===== config.mk =====
export PLATFORM = sky130hd
export DESIGN_NAME = ps2_scancode_decoder_flat
export DESIGN_NICKNAME = d
export VERILOG_FILES = /design/src/rtl/ps2_scancode_decoder_if.sv /design/src/rtl/ps2_scancode_decoder.sv /design/src/flat_wrapper.sv
export SDC_FILE = /design/constraint.sdc
export NUM_CORES = 1
export LEC_CHECK = 0
export ABC_AREA = 1
export CORE_UTILIZATION = 51
export CTS_CLUSTER_SIZE = 20
export DETAILED_ROUTE_END_ITERATION = 7
export GPL_TIMING_DRIVEN = 0
export PLACE_DENSITY = 0.74
export SYNTH_ARGS = -nofsm -noshare
export SYNTH_HDL_FRONTEND = slang
export SYNTH_SLANG_ARGS = --single-unit

===== constraint.sdc =====
create_clock -name clk -period 2.7 [get_ports clk]
set_clock_uncertainty 0.05 [all_clocks]
set_input_delay 0.675 -clock clk [delete_from_list [all_inputs] [get_ports clk]]
set_output_delay 0.675 -clock clk [all_outputs]
set_load 0.05 [all_outputs]

===== src/rtl/ps2_scancode_decoder_if.sv =====
// rtl/ps2_scancode_decoder_if.sv - key event valid/ready bus between decoder and consumer
interface ps2_scancode_decoder_if;
    logic       key_valid;
    logic       key_ready;
    logic [7:0] key_code;
    logic       key_ext;
    logic       key_break;
    logic [7:0] key_ascii;

    modport master (
        output key_valid,
        output key_code,
        output key_ext,
        output key_break,
        output key_ascii,
        input  key_ready
    );

    modport slave (
        input  key_valid,
        input  key_code,
        input  key_ext,
        input  key_break,
        input  key_ascii,
        output key_ready
    );
endinterface


===== src/rtl/ps2_scancode_decoder.sv =====
// rtl/ps2_scancode_decoder.sv - set-2 scan code byte stream to key events with modifier tracking
module ps2_scancode_decoder #(
    parameter int ASCII_EN   = 1,
    parameter int PAUSE_SKIP = 7
) (
    input  logic       clk,
    input  logic       clr,
    input  logic [7:0] kb_data,
    input  logic       kb_ready,
    input  logic       kb_overflow,
    output logic       kb_nextdata_,
    ps2_scancode_decoder_if.master key,
    output logic       shift,
    output logic       ctrl,
    output logic       caps_lock,
    output logic       err
);
    localparam int SKIP_W = (PAUSE_SKIP < 2) ? 1 : $clog2(PAUSE_SKIP + 1);

    localparam logic [1:0] S_IDLE   = 2'd0;
    localparam logic [1:0] S_POP    = 2'd1;
    localparam logic [1:0] S_DECODE = 2'd2;

    logic [1:0]        state_q, state_d;
    logic [7:0]        byte_q, byte_d;
    logic              nextdata_q, nextdata_d;
    logic              valid_q, valid_d;
    logic [7:0]        code_q, code_d;
    logic              ext_q, ext_d;
    logic              brk_q, brk_d;
    logic [7:0]        ascii_q, ascii_d;
    logic              ext_pend_q, ext_pend_d;
    logic              brk_pend_q, brk_pend_d;
    logic [SKIP_W-1:0] skip_q, skip_d;
    logic              lshift_q, lshift_d;
    logic              rshift_q, rshift_d;
    logic              lctrl_q, lctrl_d;
    logic              rctrl_q, rctrl_d;
    logic              caps_held_q, caps_held_d;
    logic              caps_q, caps_d;
    logic              err_q, err_d;

    logic              emit;
    logic [7:0]        e_code;
    logic              e_ext;
    logic              e_brk;

    // Translation uses the modifier state in effect before this event is applied.
    function automatic logic [7:0] ascii_of(input logic [7:0] code, input logic ext,
                                            input logic brk, input logic sh, input logic cl);
        logic [7:0] lc;
        logic [7:0] dg;
        logic [7:0] ds;
        logic [7:0] res;
        lc  = 8'h00;
        dg  = 8'h00;
        ds  = 8'h00;
        res = 8'h00;
        case (code)
            8'h1C: lc = "a";  8'h32: lc = "b";  8'h21: lc = "c";  8'h23: lc = "d";
            8'h24: lc = "e";  8'h2B: lc = "f";  8'h34: lc = "g";  8'h33: lc = "h";
            8'h43: lc = "i";  8'h3B: lc = "j";  8'h42: lc = "k";  8'h4B: lc = "l";
            8'h3A: lc = "m";  8'h31: lc = "n";  8'h44: lc = "o";  8'h4D: lc = "p";
            8'h15: lc = "q";  8'h2D: lc = "r";  8'h1B: lc = "s";  8'h2C: lc = "t";
            8'h3C: lc = "u";  8'h2A: lc = "v";  8'h1D: lc = "w";  8'h22: lc = "x";
            8'h35: lc = "y";  8'h1A: lc = "z";
            default: lc = 8'h00;
        endcase
        case (code)
            8'h16: begin dg = "1"; ds = "!"; end
            8'h1E: begin dg = "2"; ds = "@"; end
            8'h26: begin dg = "3"; ds = "#"; end
            8'h25: begin dg = "4"; ds = "$"; end
            8'h2E: begin dg = "5"; ds = "%"; end
            8'h36: begin dg = "6"; ds = "^"; end
            8'h3D: begin dg = "7"; ds = "&"; end
            8'h3E: begin dg = "8"; ds = "*"; end
            8'h46: begin dg = "9"; ds = "("; end
            8'h45: begin dg = "0"; ds = ")"; end
            default: begin dg = 8'h00; ds = 8'h00; end
        endcase
        if (brk) begin
            res = 8'h00;
        end else if (ext) begin
            res = (code == 8'h5A) ? 8'h0D : 8'h00;
        end else if (lc != 8'h00) begin
            res = (sh ^ cl) ? (lc - 8'h20) : lc;
        end else if (dg != 8'h00) begin
            res = sh ? ds : dg;
        end else begin
            case (code)
                8'h29:   res = 8'h20;
                8'h5A:   res = 8'h0D;
                8'h66:   res = 8'h08;
                8'h0D:   res = 8'h09;
                8'h76:   res = 8'h1B;
                default: res = 8'h00;
            endcase
        end
        return res;
    endfunction

    always_comb begin
        state_d     = state_q;
        byte_d      = byte_q;
        nextdata_d  = nextdata_q;
        valid_d     = valid_q;
        code_d      = code_q;
        ext_d       = ext_q;
        brk_d       = brk_q;
        ascii_d     = ascii_q;
        ext_pend_d  = ext_pend_q;
        brk_pend_d  = brk_pend_q;
        skip_d      = skip_q;
        lshift_d    = lshift_q;
        rshift_d    = rshift_q;
        lctrl_d     = lctrl_q;
        rctrl_d     = rctrl_q;
        caps_held_d = caps_held_q;
        caps_d      = caps_q;
        err_d       = err_q | kb_overflow;
        emit        = 1'b0;
        e_code      = byte_q;
        e_ext       = ext_pend_q;
        e_brk       = brk_pend_q;

        if (valid_q && key.key_ready) begin
            valid_d = 1'b0;
        end

        case (state_q)
            S_IDLE: begin
                if (kb_ready && (!valid_q || key.key_ready)) begin
                    byte_d     = kb_data;
                    nextdata_d = 1'b0;
                    state_d    = S_POP;
                end
            end
            S_POP: begin
                nextdata_d = 1'b1;
                state_d    = S_DECODE;
            end
            S_DECODE: begin
                state_d = S_IDLE;
                if (skip_q != '0) begin
                    skip_d = skip_q - SKIP_W'(1);
                    if (skip_q == SKIP_W'(1)) begin
                        emit   = 1'b1;
                        e_code = 8'hE1;
                        e_ext  = 1'b0;
                        e_brk  = 1'b0;
                    end
                end else begin
                    case (byte_q)
                        8'hE0: ext_pend_d = 1'b1;
                        8'hF0: brk_pend_d = 1'b1;
                        8'hE1: begin
                            skip_d     = SKIP_W'(PAUSE_SKIP);
                            ext_pend_d = 1'b0;
                            brk_pend_d = 1'b0;
                        end
                        8'hAA, 8'hFA, 8'hEE, 8'hFE: begin
                            ext_pend_d = 1'b0;
                            brk_pend_d = 1'b0;
                        end
                        8'h00, 8'hFF: begin
                            ext_pend_d = 1'b0;
                            brk_pend_d = 1'b0;
                            err_d      = 1'b1;
                        end
                        default: begin
                            emit       = 1'b1;
                            ext_pend_d = 1'b0;
                            brk_pend_d = 1'b0;
                        end
                    endcase
                end
            end
            default: state_d = S_IDLE;
        endcase

        if (emit) begin
            valid_d = 1'b1;
            code_d  = e_code;
            ext_d   = e_ext;
            brk_d   = e_brk;
            ascii_d = (ASCII_EN != 0) ? ascii_of(e_code, e_ext, e_brk, lshift_q | rshift_q, caps_q)
                                      : 8'h00;
            if (e_code == 8'h12 && !e_ext) lshift_d = !e_brk;
            if (e_code == 8'h59 && !e_ext) rshift_d = !e_brk;
            if (e_code == 8'h14 && !e_ext) lctrl_d  = !e_brk;
            if (e_code == 8'h14 &&  e_ext) rctrl_d  = !e_brk;
            // Typematic repeats of caps lock arrive as makes while already held.
            if (e_code == 8'h58 && !e_ext) begin
                caps_held_d = !e_brk;
                if (!e_brk && !caps_held_q) caps_d = !caps_q;
            end
        end
    end

    always_ff @(posedge clk or posedge clr) begin
        if (clr) begin
            state_q     <= S_IDLE;
            byte_q      <= 8'h00;
            nextdata_q  <= 1'b1;
            valid_q     <= 1'b0;
            code_q      <= 8'h00;
            ext_q       <= 1'b0;
            brk_q       <= 1'b0;
            ascii_q     <= 8'h00;
            ext_pend_q  <= 1'b0;
            brk_pend_q  <= 1'b0;
            skip_q      <= '0;
            lshift_q    <= 1'b0;
            rshift_q    <= 1'b0;
            lctrl_q     <= 1'b0;
            rctrl_q     <= 1'b0;
            caps_held_q <= 1'b0;
            caps_q      <= 1'b0;
            err_q       <= 1'b0;
        end else begin
            state_q     <= state_d;
            byte_q      <= byte_d;
            nextdata_q  <= nextdata_d;
            valid_q     <= valid_d;
            code_q      <= code_d;
            ext_q       <= ext_d;
            brk_q       <= brk_d;
            ascii_q     <= ascii_d;
            ext_pend_q  <= ext_pend_d;
            brk_pend_q  <= brk_pend_d;
            skip_q      <= skip_d;
            lshift_q    <= lshift_d;
            rshift_q    <= rshift_d;
            lctrl_q     <= lctrl_d;
            rctrl_q     <= rctrl_d;
            caps_held_q <= caps_held_d;
            caps_q      <= caps_d;
            err_q       <= err_d;
        end
    end

    assign kb_nextdata_  = nextdata_q;
    assign key.key_valid = valid_q;
    assign key.key_code  = code_q;
    assign key.key_ext   = ext_q;
    assign key.key_break = brk_q;
    assign key.key_ascii = ascii_q;
    assign shift         = lshift_q | rshift_q;
    assign ctrl          = lctrl_q | rctrl_q;
    assign caps_lock     = caps_q;
    assign err           = err_q;
endmodule


===== src/flat_wrapper.sv =====
// flat-port wrapper written by rule: the top's interface ports become plain ports
module ps2_scancode_decoder_flat 
#(
    parameter int ASCII_EN   = 1,
    parameter int PAUSE_SKIP = 7
)
  (clk, clr, kb_data, kb_ready, kb_overflow, kb_nextdata_, shift, ctrl, caps_lock, err, key_key_valid, key_key_code, key_key_ext, key_key_break, key_key_ascii, key_key_ready);
  ps2_scancode_decoder_if key_i ();
  input  logic clk;
  input  logic clr;
  input  logic [7:0] kb_data;
  input  logic kb_ready;
  input  logic kb_overflow;
  output logic kb_nextdata_;
  output logic shift;
  output logic ctrl;
  output logic caps_lock;
  output logic err;
  output wire logic [$bits(key_i.key_valid)-1:0] key_key_valid;
  output wire logic [$bits(key_i.key_code)-1:0] key_key_code;
  output wire logic [$bits(key_i.key_ext)-1:0] key_key_ext;
  output wire logic [$bits(key_i.key_break)-1:0] key_key_break;
  output wire logic [$bits(key_i.key_ascii)-1:0] key_key_ascii;
  input wire logic [$bits(key_i.key_ready)-1:0] key_key_ready;
  assign key_key_valid = key_i.key_valid;
  assign key_key_code = key_i.key_code;
  assign key_key_ext = key_i.key_ext;
  assign key_key_break = key_i.key_break;
  assign key_key_ascii = key_i.key_ascii;
  assign key_i.key_ready = key_key_ready;
  ps2_scancode_decoder #(.ASCII_EN(ASCII_EN), .PAUSE_SKIP(PAUSE_SKIP)) u_core (.clk(clk), .clr(clr), .kb_data(kb_data), .kb_ready(kb_ready), .kb_overflow(kb_overflow), .kb_nextdata_(kb_nextdata_), .key(key_i), .shift(shift), .ctrl(ctrl), .caps_lock(caps_lock), .err(err));
endmodule

## Yosys cells after proc, flatten, opt, wreduce, memory -nomap -nowiden

Memories as Yosys holds them, arrays and structs flattened.
Index checks and enable logic that the tools add are counted.

- Reductions and logical operators: 35
- Multiplexer cells: 39
- Add/sub/neg operators: 2
- Equality and inequality tests: 31
- Bitwise operators: 7

Operators with widths:

| cell | count |
|---|---|
| 8-bit two-way mux | 12 |
| 7-bit one-hot mux with 10 select lines | 1 |
| 8-bit == test, second input constant | 8 |
| 6-bit one-hot mux with 10 select lines | 1 |
| 8-bit by 6-bit == test with 1-bit output, second input constant | 7 |
| 8-bit by 7-bit == test with 1-bit output, second input constant | 7 |
| 8-bit by 5-bit == test with 1-bit output, second input constant | 4 |
| 6-bit one-hot mux with 5 select lines | 1 |
| 1-bit two-way mux | 16 |
| 2-bit AND reduction | 8 |
| 8-bit nonzero test | 2 |
| 3-bit AND reduction | 3 |
| 9-bit OR reduction | 1 |
| 8-bit by 4-bit == test with 1-bit output, second input constant | 1 |
| 1-bit logical AND | 8 |
| 8-bit zero test | 1 |
| 8-bit by 6-bit subtractor with 8-bit output, second input constant | 1 |
| 3-bit two-way mux | 2 |
| 1-bit one-hot mux with 2 select lines | 3 |
| 2-bit nonzero test | 3 |
| 1-bit zero test | 5 |
| 4-bit two-way mux | 1 |
| 2-bit one-hot mux with 2 select lines | 1 |
| 3-bit by 1-bit == test with 1-bit output, second input constant | 1 |
| other kinds (12) | 16 |

- Memories kept: 1
- Output and inout port bits: 24
- Bits in registers: 42
- Bits in read-only memories: 896

Memory list:

| memory | words | width | read ports | clocked after memory_dff | wr ports | line | RTL |
|---|---|---|---|---|---|---|---|
| (name not given) | 128 | 7 | 1 | 0 | 0 | ps2_scancode_decoder.sv:59 | `case (code)` |

## Depth between registers and ports, before layout

- Word-level depth: 12
- Depth in mapped cells: 22

## Worst setup path before layout

Ideal clock, no wire load.

- Kind: register -> register
- Start: register u_core.skip_q[0]
- End: register u_core.ascii_q[5], in the netlist u_core.key.key_ascii[5]
- Path slack: -0.202 ns
- Period minus slack after synthesis: 2.902 ns
- Required time: 2.532 ns
- Arrival: 2.734 ns
- Stages on the path, launching flop included: 21
- Cell sequence: dfrtp_1 inv_1 ha_1 nor2_2 nand2_1 nor2_4 nor2_1 inv_1 ha_1 nand3_2 buf_2 nand3_1 nand2_1 nand2_1 nand3_1 a21boi_2 inv_1 ha_1 nand2_1 nand3_1 nand2_1

- Word-level cells in the longest chain between the ends: 12

RTL lines:

| what | line | RTL |
|---|---|---|
| from (decl) | ps2_scancode_decoder.sv:34 | `logic [SKIP_W-1:0] skip_q, skip_d;` |
| from (signal assigned) | ps2_scancode_decoder.sv:232 | `skip_q <= skip_d;` |
| 3-bit by 1-bit == test with 1-bit output | ps2_scancode_decoder.sv:147 | `if (skip_q == SKIP_W'(1)) begin` |
| 8-bit two-way mux | ps2_scancode_decoder.sv:147 |  |
| 8-bit two-way mux * | ps2_scancode_decoder.sv:145 | `if (skip_q != '0) begin` |
| 8-bit two-way mux * | ps2_scancode_decoder.sv:131 | `case (state_q)` |
| net u_core.e_code[1] | ps2_scancode_decoder.sv:44 | `logic [7:0] e_code;` |
| memory read 128 x 7 bit (tied with other cells) | - |  |
| 8-bit two-way mux or 6-bit one-hot mux with 10 select lines (tied branches) | ps2_scancode_decoder.sv:59, ps2_scancode_decoder.sv:69 |  |
| 8-bit two-way mux | ps2_scancode_decoder.sv:182 | `if (emit) begin` |
| 8-bit by 6-bit subtractor with 8-bit output (tied with other cells) | ps2_scancode_decoder.sv:87 | `res = (sh ^ cl) ? (lc - 8'h20) : lc;` |
| 8-bit two-way mux, on equally long branches | ps2_scancode_decoder.sv:87, ps2_scancode_decoder.sv:88 |  |
| 8-bit two-way mux * | ps2_scancode_decoder.sv:86 | `end else if (lc != 8'h00) begin` |
| 8-bit two-way mux * | ps2_scancode_decoder.sv:84 | `end else if (ext) begin` |
| 8-bit two-way mux * | ps2_scancode_decoder.sv:82 | `if (brk) begin` |
| to (signal assigned) | ps2_scancode_decoder.sv:229 | `ascii_q <= ascii_d;` |
| to (decl) | ps2_scancode_decoder.sv:31 | `logic [7:0] ascii_q, ascii_d;` |

The timed path passes the listed nets; every way through them passes the cells marked *. The select of a mux whose other input is x is not followed.
A chain may end at the register's enable or synchronous reset.

## Worst setup path in the final report

- Start: register u_core.skip_q[0]
- End: register u_core.ascii_q[6], in the netlist u_core.key.key_ascii[6]

- Word-level cells in the longest chain between the ends: 12

RTL lines:

| what | line |
|---|---|
| 3-bit by 1-bit == test with 1-bit output | ps2_scancode_decoder.sv:147 |
| 8-bit two-way mux | ps2_scancode_decoder.sv:147 |
| 8-bit two-way mux * | ps2_scancode_decoder.sv:145 |
| 8-bit two-way mux * | ps2_scancode_decoder.sv:131 |
| net u_core.e_code[1] | ps2_scancode_decoder.sv:44 |
| memory read 128 x 7 bit (tied with other cells) | - |
| 8-bit two-way mux or 6-bit one-hot mux with 10 select lines (tied branches) | ps2_scancode_decoder.sv:59, ps2_scancode_decoder.sv:69 |
| 8-bit two-way mux | ps2_scancode_decoder.sv:182 |
| 8-bit by 6-bit subtractor with 8-bit output or 8-bit nonzero test (tied branches) | ps2_scancode_decoder.sv:87, ps2_scancode_decoder.sv:88 |
| 8-bit two-way mux, on equally long branches | ps2_scancode_decoder.sv:87, ps2_scancode_decoder.sv:88 |
| 8-bit two-way mux * | ps2_scancode_decoder.sv:86 |
| 8-bit two-way mux * | ps2_scancode_decoder.sv:84 |
| 8-bit two-way mux * | ps2_scancode_decoder.sv:82 |

Marked as above.

==> summary.txt <==
Run status
  – Run status: finished with violations
  – Failing checks: setup timing

Routing
  – Drt wl/cell: 16.2 um
  – Detailed-route DRC error count: 0
  – Via count: between 3000 and 4000
  – DRT Wirelength: between 9000 and 10000 um
  – First-pass detailed-route iteration total: 5
  – Number of routed nets with antenna violations: 0
  – Initial drt markers: 404
  – DR vias/cell: 5.74

Clock tree
  – Root Driver: clkbuf_8
  – H-tree depth: 2
  – CTS max path bufs: 2
  – Worst-path clk slew: 90 ps
  – TritonCTS clock tree: yes
  – CTS sink cnt: 42
  – Clk Latency, worst-skew pair: about 300 ps
  – Number of buffers created by CTS: 5

Finish
  – Fill cell count: 477
  – Area grow syn2layout: 30.9%
  – # nets final: 524
  – N_diodes: 0
  – Layout cells sized above 1: 20.4%
  – Post-layout util: 70.4%

Setup path
  – WP data required: 2840 ps
  – Worst r2r src: u_core.skip_q[0]
  – Crit-path max FO: 8
  – R2r worst-path depth: 21
  – Setup Crit Path Kind: reg2reg
  – Arrival time at the worst endpoint: approximately 3000 ps
  – Worst setup SP type: flop
  – R2R Path End: u_core.key.key_ascii[6]
  – Worst R2R Setup Slack: -120 ps
  – CP Capture Type: flop

Place
  – Final GP Congestion: 0.964
  – DP HPWL: 6720 um
  – Buffers added on ports: 36
  – Dpl ws: -389 ps

Die
  – Row count: 27
  – Starting Density: 53.8%
  – Die area: 6230 um^2
  – DIE WIDTH: 78.9 um
  – I/O pins: 37
  – Core ar.: approximately 5600 um^2
  – Die height: 78.9 um

Power and ir drop
  – VDD IR-drop max: approximately 700 uV
  – Net Switching: roughly 0.003 W
  – P per Cell Area: 1380 nW/um^2
  – P_int: 0.00253 W
  – Total design power: 0.00545 W
  – Sequential Power Share: 19.0%
  – Clock group share of total power: 11.3%
  – Switching portion of total power: 53.5%
  – Combinational power share: 69.8%
  – Leakage: approximately 2.0 nW

Global routing
  – Initial antenna violation count: 0
  – Vias in the first global route: between 3000 and 4000
  – Largest net degree at the start of global routing: 43
  – Gr ovfl total: 0
  – Total GRT Usage: between 30% and 40%
  – First-pass GRT wire length: 15200 um

STA
  – Final hold violation count: 0
  – Final setup violation count: 8
  – Setup WS post-layout: -117 ps
  – RSZ-0062 raised after global routing: yes
  – Hold_ws: 422 ps
  – Minimum clock period: 2820 ps
  – Pins Over Slew Limit: 0
  – Final worst-path cycle share: 104%
  – Normalized max-slew margin: between 40% and 50%
  – Setup TNS: -474 ps
  – Tightest Pin Transition: 866 ps
  – Max Fclk: 0.355 GHz

Logic synthesis
  – Yosys cell types: 38
  – Yosys warning total: 0
  – Top cells by area, synth: dfrtp_1 34%, nand2_1 18%, nand3_1 9.3%
  – Syn Inst Count: 440
  – Xor-xnor portion of the synthesized cell area: 0.871%
  – Dominant cell type by area after synthesis: dfrtp_1
  – Register area share after synthesis: between 30% and 40%
  – Seq cells post-synth: 42
  – Mapped Area: 3020 um^2
  – Syn_area_per_cell: between 6 and 7 um^2
  – Compound-cell area share of the yosys netlist: 11.3%
  – Post-Synth Adder-Cell Area: around 5.0%
  – Post-synthesis mux area share: 0%
  – Largest family of logic cells by synthesized area: simple AND/OR/NAND/NOR gates
  – Top-area cell type share of the netlist area: 34.0%
  – Synthesized Nets: 465
  – Simple-gate share of the synthesized area: between 30% and 40%

Worst hold path
  – Hold Path Sink: u_core.err
  – Min-delay worst type: reg2reg
  – Worst hold path cell count: 1
  – Worst hold start: u_core.err

Flow run
  – Number of max-cap violations: 0
-- cells in the final DEF (no fill, tap or decap), types with 3 or more instances in the layout --
cell type and n:
a21oi_1 15, buf_4 16, clkbuf_1 3, clkbuf_8 5, clkdlybuf4s50_1 35, dfrtp_1 41
ha_1 5, ha_2 3, ha_4 4, inv_1 33, inv_2 16, nand2_1 130
nand2_2 16, nand2_4 3, nand3_1 50, nand3_2 6, nand3_4 3, nand4_1 5
nor2_1 29, nor2_4 8, nor3_1 6, o21ai_0 26, o21ai_1 4, o31ai_1 3
xor2_1 3
-- sequential cells by signal, indices dropped and copies added (netlist names) --
signal                count
u_core.err                1
u_core.rctrl_q            1
u_core.byte_q             8
u_core.brk_pend_q         1
u_core.key.key_ascii      8
u_core.lshift_q           1
u_core.skip_q             3
u_core.key.key_valid      1
u_core.lctrl_q            1
u_core.caps_held_q        1
u_core.key.key_ext        1
u_core.rshift_q           1
u_core.state_q            2
u_core.key.key_break      1
u_core.key.key_code       8
u_core.kb_nextdata_       1
u_core.ext_pend_q         1
u_core.caps_lock          1
-- through the flow --
step	instances	area, um^2
after floorplan	440	3110
after global placement	548	3560
after detailed placement	548	3560
after CTS	569	3850
after global routing	572	3950
final	572	3950
-- per-layer routing --
layer | part of all wire (%) | GRT usage (%) | up-vias
li1 | - | - | 1551
met1 | 42 | 40.9 | 1546
met2 | 49 | 54.5 | 158
met3 | 6.7 | 4.83 | 27
met4 | 1.8 | 6.91 | 0
met5 | 0 | 0 | -
-- cells in the mapped netlist --
cell      number
a31oi_1        2
nor2_1        31
buf_2          3
o211ai_1       2
nand2_4        1
a211oi_2       1
nand2_2        7
nor2_4         4
o21ai_2        1
nand3_1       56
xor2_1         3
nand2_1      141
or2_0          1
nor3_2         2
o31ai_1        3
clkbuf_1       3
nor3_1         6
nor2_2         4
nand3_4        1
nand3_2        2
nand4_1        5
ha_1          12
o21ai_1        4
a21oi_1       17
dfrtp_1       41
inv_2         11
clkinv_1       1
dfstp_2        1
a211o_1        1
nor2_8         1
a21boi_2       1
inv_1         39
a22o_1         1
buf_6          1
o21ai_0       26
buf_4          2
or2_2          1
o22ai_1        1
-- how the worst max path moves through the flow --
stage / startpoint / to / depth (start not counted)
finish: u_core.skip_q[0] / u_core.key.key_ascii[6] / 21
global route: u_core.skip_q[0] / u_core.key.key_ascii[6] / 21
CTS: u_core.skip_q[0] / u_core.key.key_ascii[5] / 20
detailed placement: u_core.skip_q[0] / u_core.key.key_ascii[5] / 19
global placement: u_core.skip_q[0] / u_core.key.key_ascii[5] / 19
floorplan: u_core.skip_q[0] / u_core.key.key_ascii[5] / 19
-- kinds of logic after synthesis --
kind of cell    count (synthesis)
xor+xnor                        3
buf+inv                        60
simple gates                  263
compound gates                 60
flops                          42
fa+ha+maj                      12
-- power by group through the flow --
stage | clock, W | sequential, W | combinational [W]
CTS | 0.000608 | 0.00103 | 0.00354
floorplan | 0 | 0.00140 | 0.00207
global placement | 0 | 0.00103 | 0.00322
global route | 0.000643 | 0.00106 | 0.00414
detailed placement | 0 | 0.00104 | 0.00328
finish | 0.000614 | 0.00103 | 0.00381
-- area by class of cell --
type                    count  area (um^2)  share of cell area [%]
clock inverters             3         68.8                    1.74
multi-input cells         338         1910                    48.3
plain buffers               9         62.6                    1.58
repair buffers             52          507                    12.8
inverters                  51          194                    4.91
flip-flops and latches     42         1050                    26.6
well taps                  72         90.1                    2.28
clock buffers               5         68.8                    1.74
-- what timing repair did --
item / in CTS / in global routing
setup buffers: 12 / 3
hold buffers: 0 / 0
resized for setup: 9 / 22
cloned: 1 / 0
endpoints found under the hold margin: 0 / 0
pin swaps: 6 / 4
setup endpoints to repair: 8 / 10
-- critical path, cell delays in order (launching register included) --
cell and delay [ps]:
dfrtp_1 400, inv_2 70, ha_4 170, nor2_4 130, nand2_2 80, nor2_4 180
nor2_4 70, inv_4 100, ha_4 160, nand3_4 140, buf_8 190, nand3_2 50
nand2_1 50, nand2_1 60, nand3_2 90, a21boi_4 200, buf_6 140, nor2_8 50
nand2_4 80, nand2_1 70, nand3_1 100, nand2_1 70
Note: power is estimated with default switching activity, not from simulation.
==> patch 1: new RTL, config.mk and constraints unchanged <==
`PAUSE_SKIP` is set to 7 in 2 places; all go to 8.
--- a/src/rtl/ps2_scancode_decoder.sv
+++ b/src/rtl/ps2_scancode_decoder.sv
@@ -2,5 +2,5 @@
 module ps2_scancode_decoder #(
     parameter int ASCII_EN   = 1,
-    parameter int PAUSE_SKIP = 7
+    parameter int PAUSE_SKIP = 8
 ) (
     input  logic       clk,
--- a/src/flat_wrapper.sv
+++ b/src/flat_wrapper.sv
@@ -3,5 +3,5 @@
 #(
     parameter int ASCII_EN   = 1,
-    parameter int PAUSE_SKIP = 7
+    parameter int PAUSE_SKIP = 8
 )
   (clk, clr, kb_data, kb_ready, kb_overflow, kb_nextdata_, shift, ctrl, caps_lock, err, key_key_valid, key_key_code, key_key_ext, key_key_break, key_key_ascii, key_key_ready);
Formal check against the unedited RTL: no difference found for any inputs over 4 cycles, from zero or initial values; that may be too few to reach the edited logic, so the function may still have changed.
==> patch 1 against the original RTL <==
Die area rose by 1.3%; design area decreased by 1.3%; setup slack better by 190 ps; synthesized area increased by 1.3%; wire length down 9.9%; count of clock-buffer cells in the layout did not move; sequential cell count rose by 1; power shrank 9.7%.
==> patch 1: results (changes against the original RTL) <==
Crit path largest cell delay: 440 ps (was 400 ps)
Met1 Track Usage GR: 36.55% (was 40.93%)
Worst slew pin tran: 886.8 ps (was 865.9 ps)
IR drop worst, VDD: 0.7600 mV (was 0.7019 mV)
WL met2: 4038 um (was 4541 um)
Worst path depth: 19 (was 21)
Outcome: finished clean (was finished, violations left)
Global routing usage on met3: 4.571% (was 4.828%)
Syn Nets: 474 (was 465)
CP Launch Point: u_core.skip_q[2] (was u_core.skip_q[0])
Maximum clock rate: 380.3 MHz (was 355.0 MHz)
Final GP Congestion: 0.9261 (was 0.9638)
Final Net Count: 533 (was 524)
Met3 routed WL: 472 um (was 617 um)
Reg2Reg Capture Point: u_core.key.key_ascii[4] (was u_core.key.key_ascii[6])
Vias: 3169 (was 3282)
Wire length per cell: 14.26 um (was 16.16 um)
Min Hold Slack: 420.0 ps (was 422.0 ps)
Net Sw Frac: 55.09% (was 53.53%)
Synth top cells by count: nand2_1 (150), inv_1 (47), nand3_1 (44), dfrtp_1 (42), o21ai_0 (32) (was nand2_1 (141), nand3_1 (56), dfrtp_1 (41), inv_1 (39), nor2_1 (31))
Total GRT Usage: 28.59% (was 31.31%)
Vias in the first global route: 2998 (was 3079)
R2r worst-path depth: 19 (was 21)
Hold path start: u_core.state_q[1] (was u_core.err)
WP data arrival: 2780 ps (was 2950 ps)
# setup viols final: 0 (was 8)
Adder-cell share of the synthesized area: 3.684% (was 4.977%)
patch 1: power groups by stage:
stage                     Combinational, mW  Sequential, mW  Clock (mW)
final                                  3.44            1.04       0.450
after global routing                   3.77            1.07       0.491
after CTS                              3.14            1.03       0.459
after detailed placement               3.08            1.04           0
after global placement                 3.02            1.03           0
after floorplan                        1.85            1.46           0
patch 1: cell type report:
| type | count | area, um^2 |
|---|---|---|
| plain buffers | 8 | 62.56 |
| clock buffers | 5 | 68.82 |
| clock inverters | 3 | 26.28 |
| fillers | 498 | 1743 |
| inverters | 56 | 217.7 |
| multi-input cells | 345 | 1867 |
| flip-flops and latches | 43 | 1080 |
| well taps | 72 | 90.09 |
| repair buffers | 52 | 486.7 |
patch 1: timing repair:
| item | 4_1_cts | 5_1_grt |
|---|---|---|
| buffers inserted | 1 | 15 |
| endpoints found under the setup margin | 8 | 9 |
| gates resized for setup | 9 | 35 |
| pin swaps | 2 | 23 |
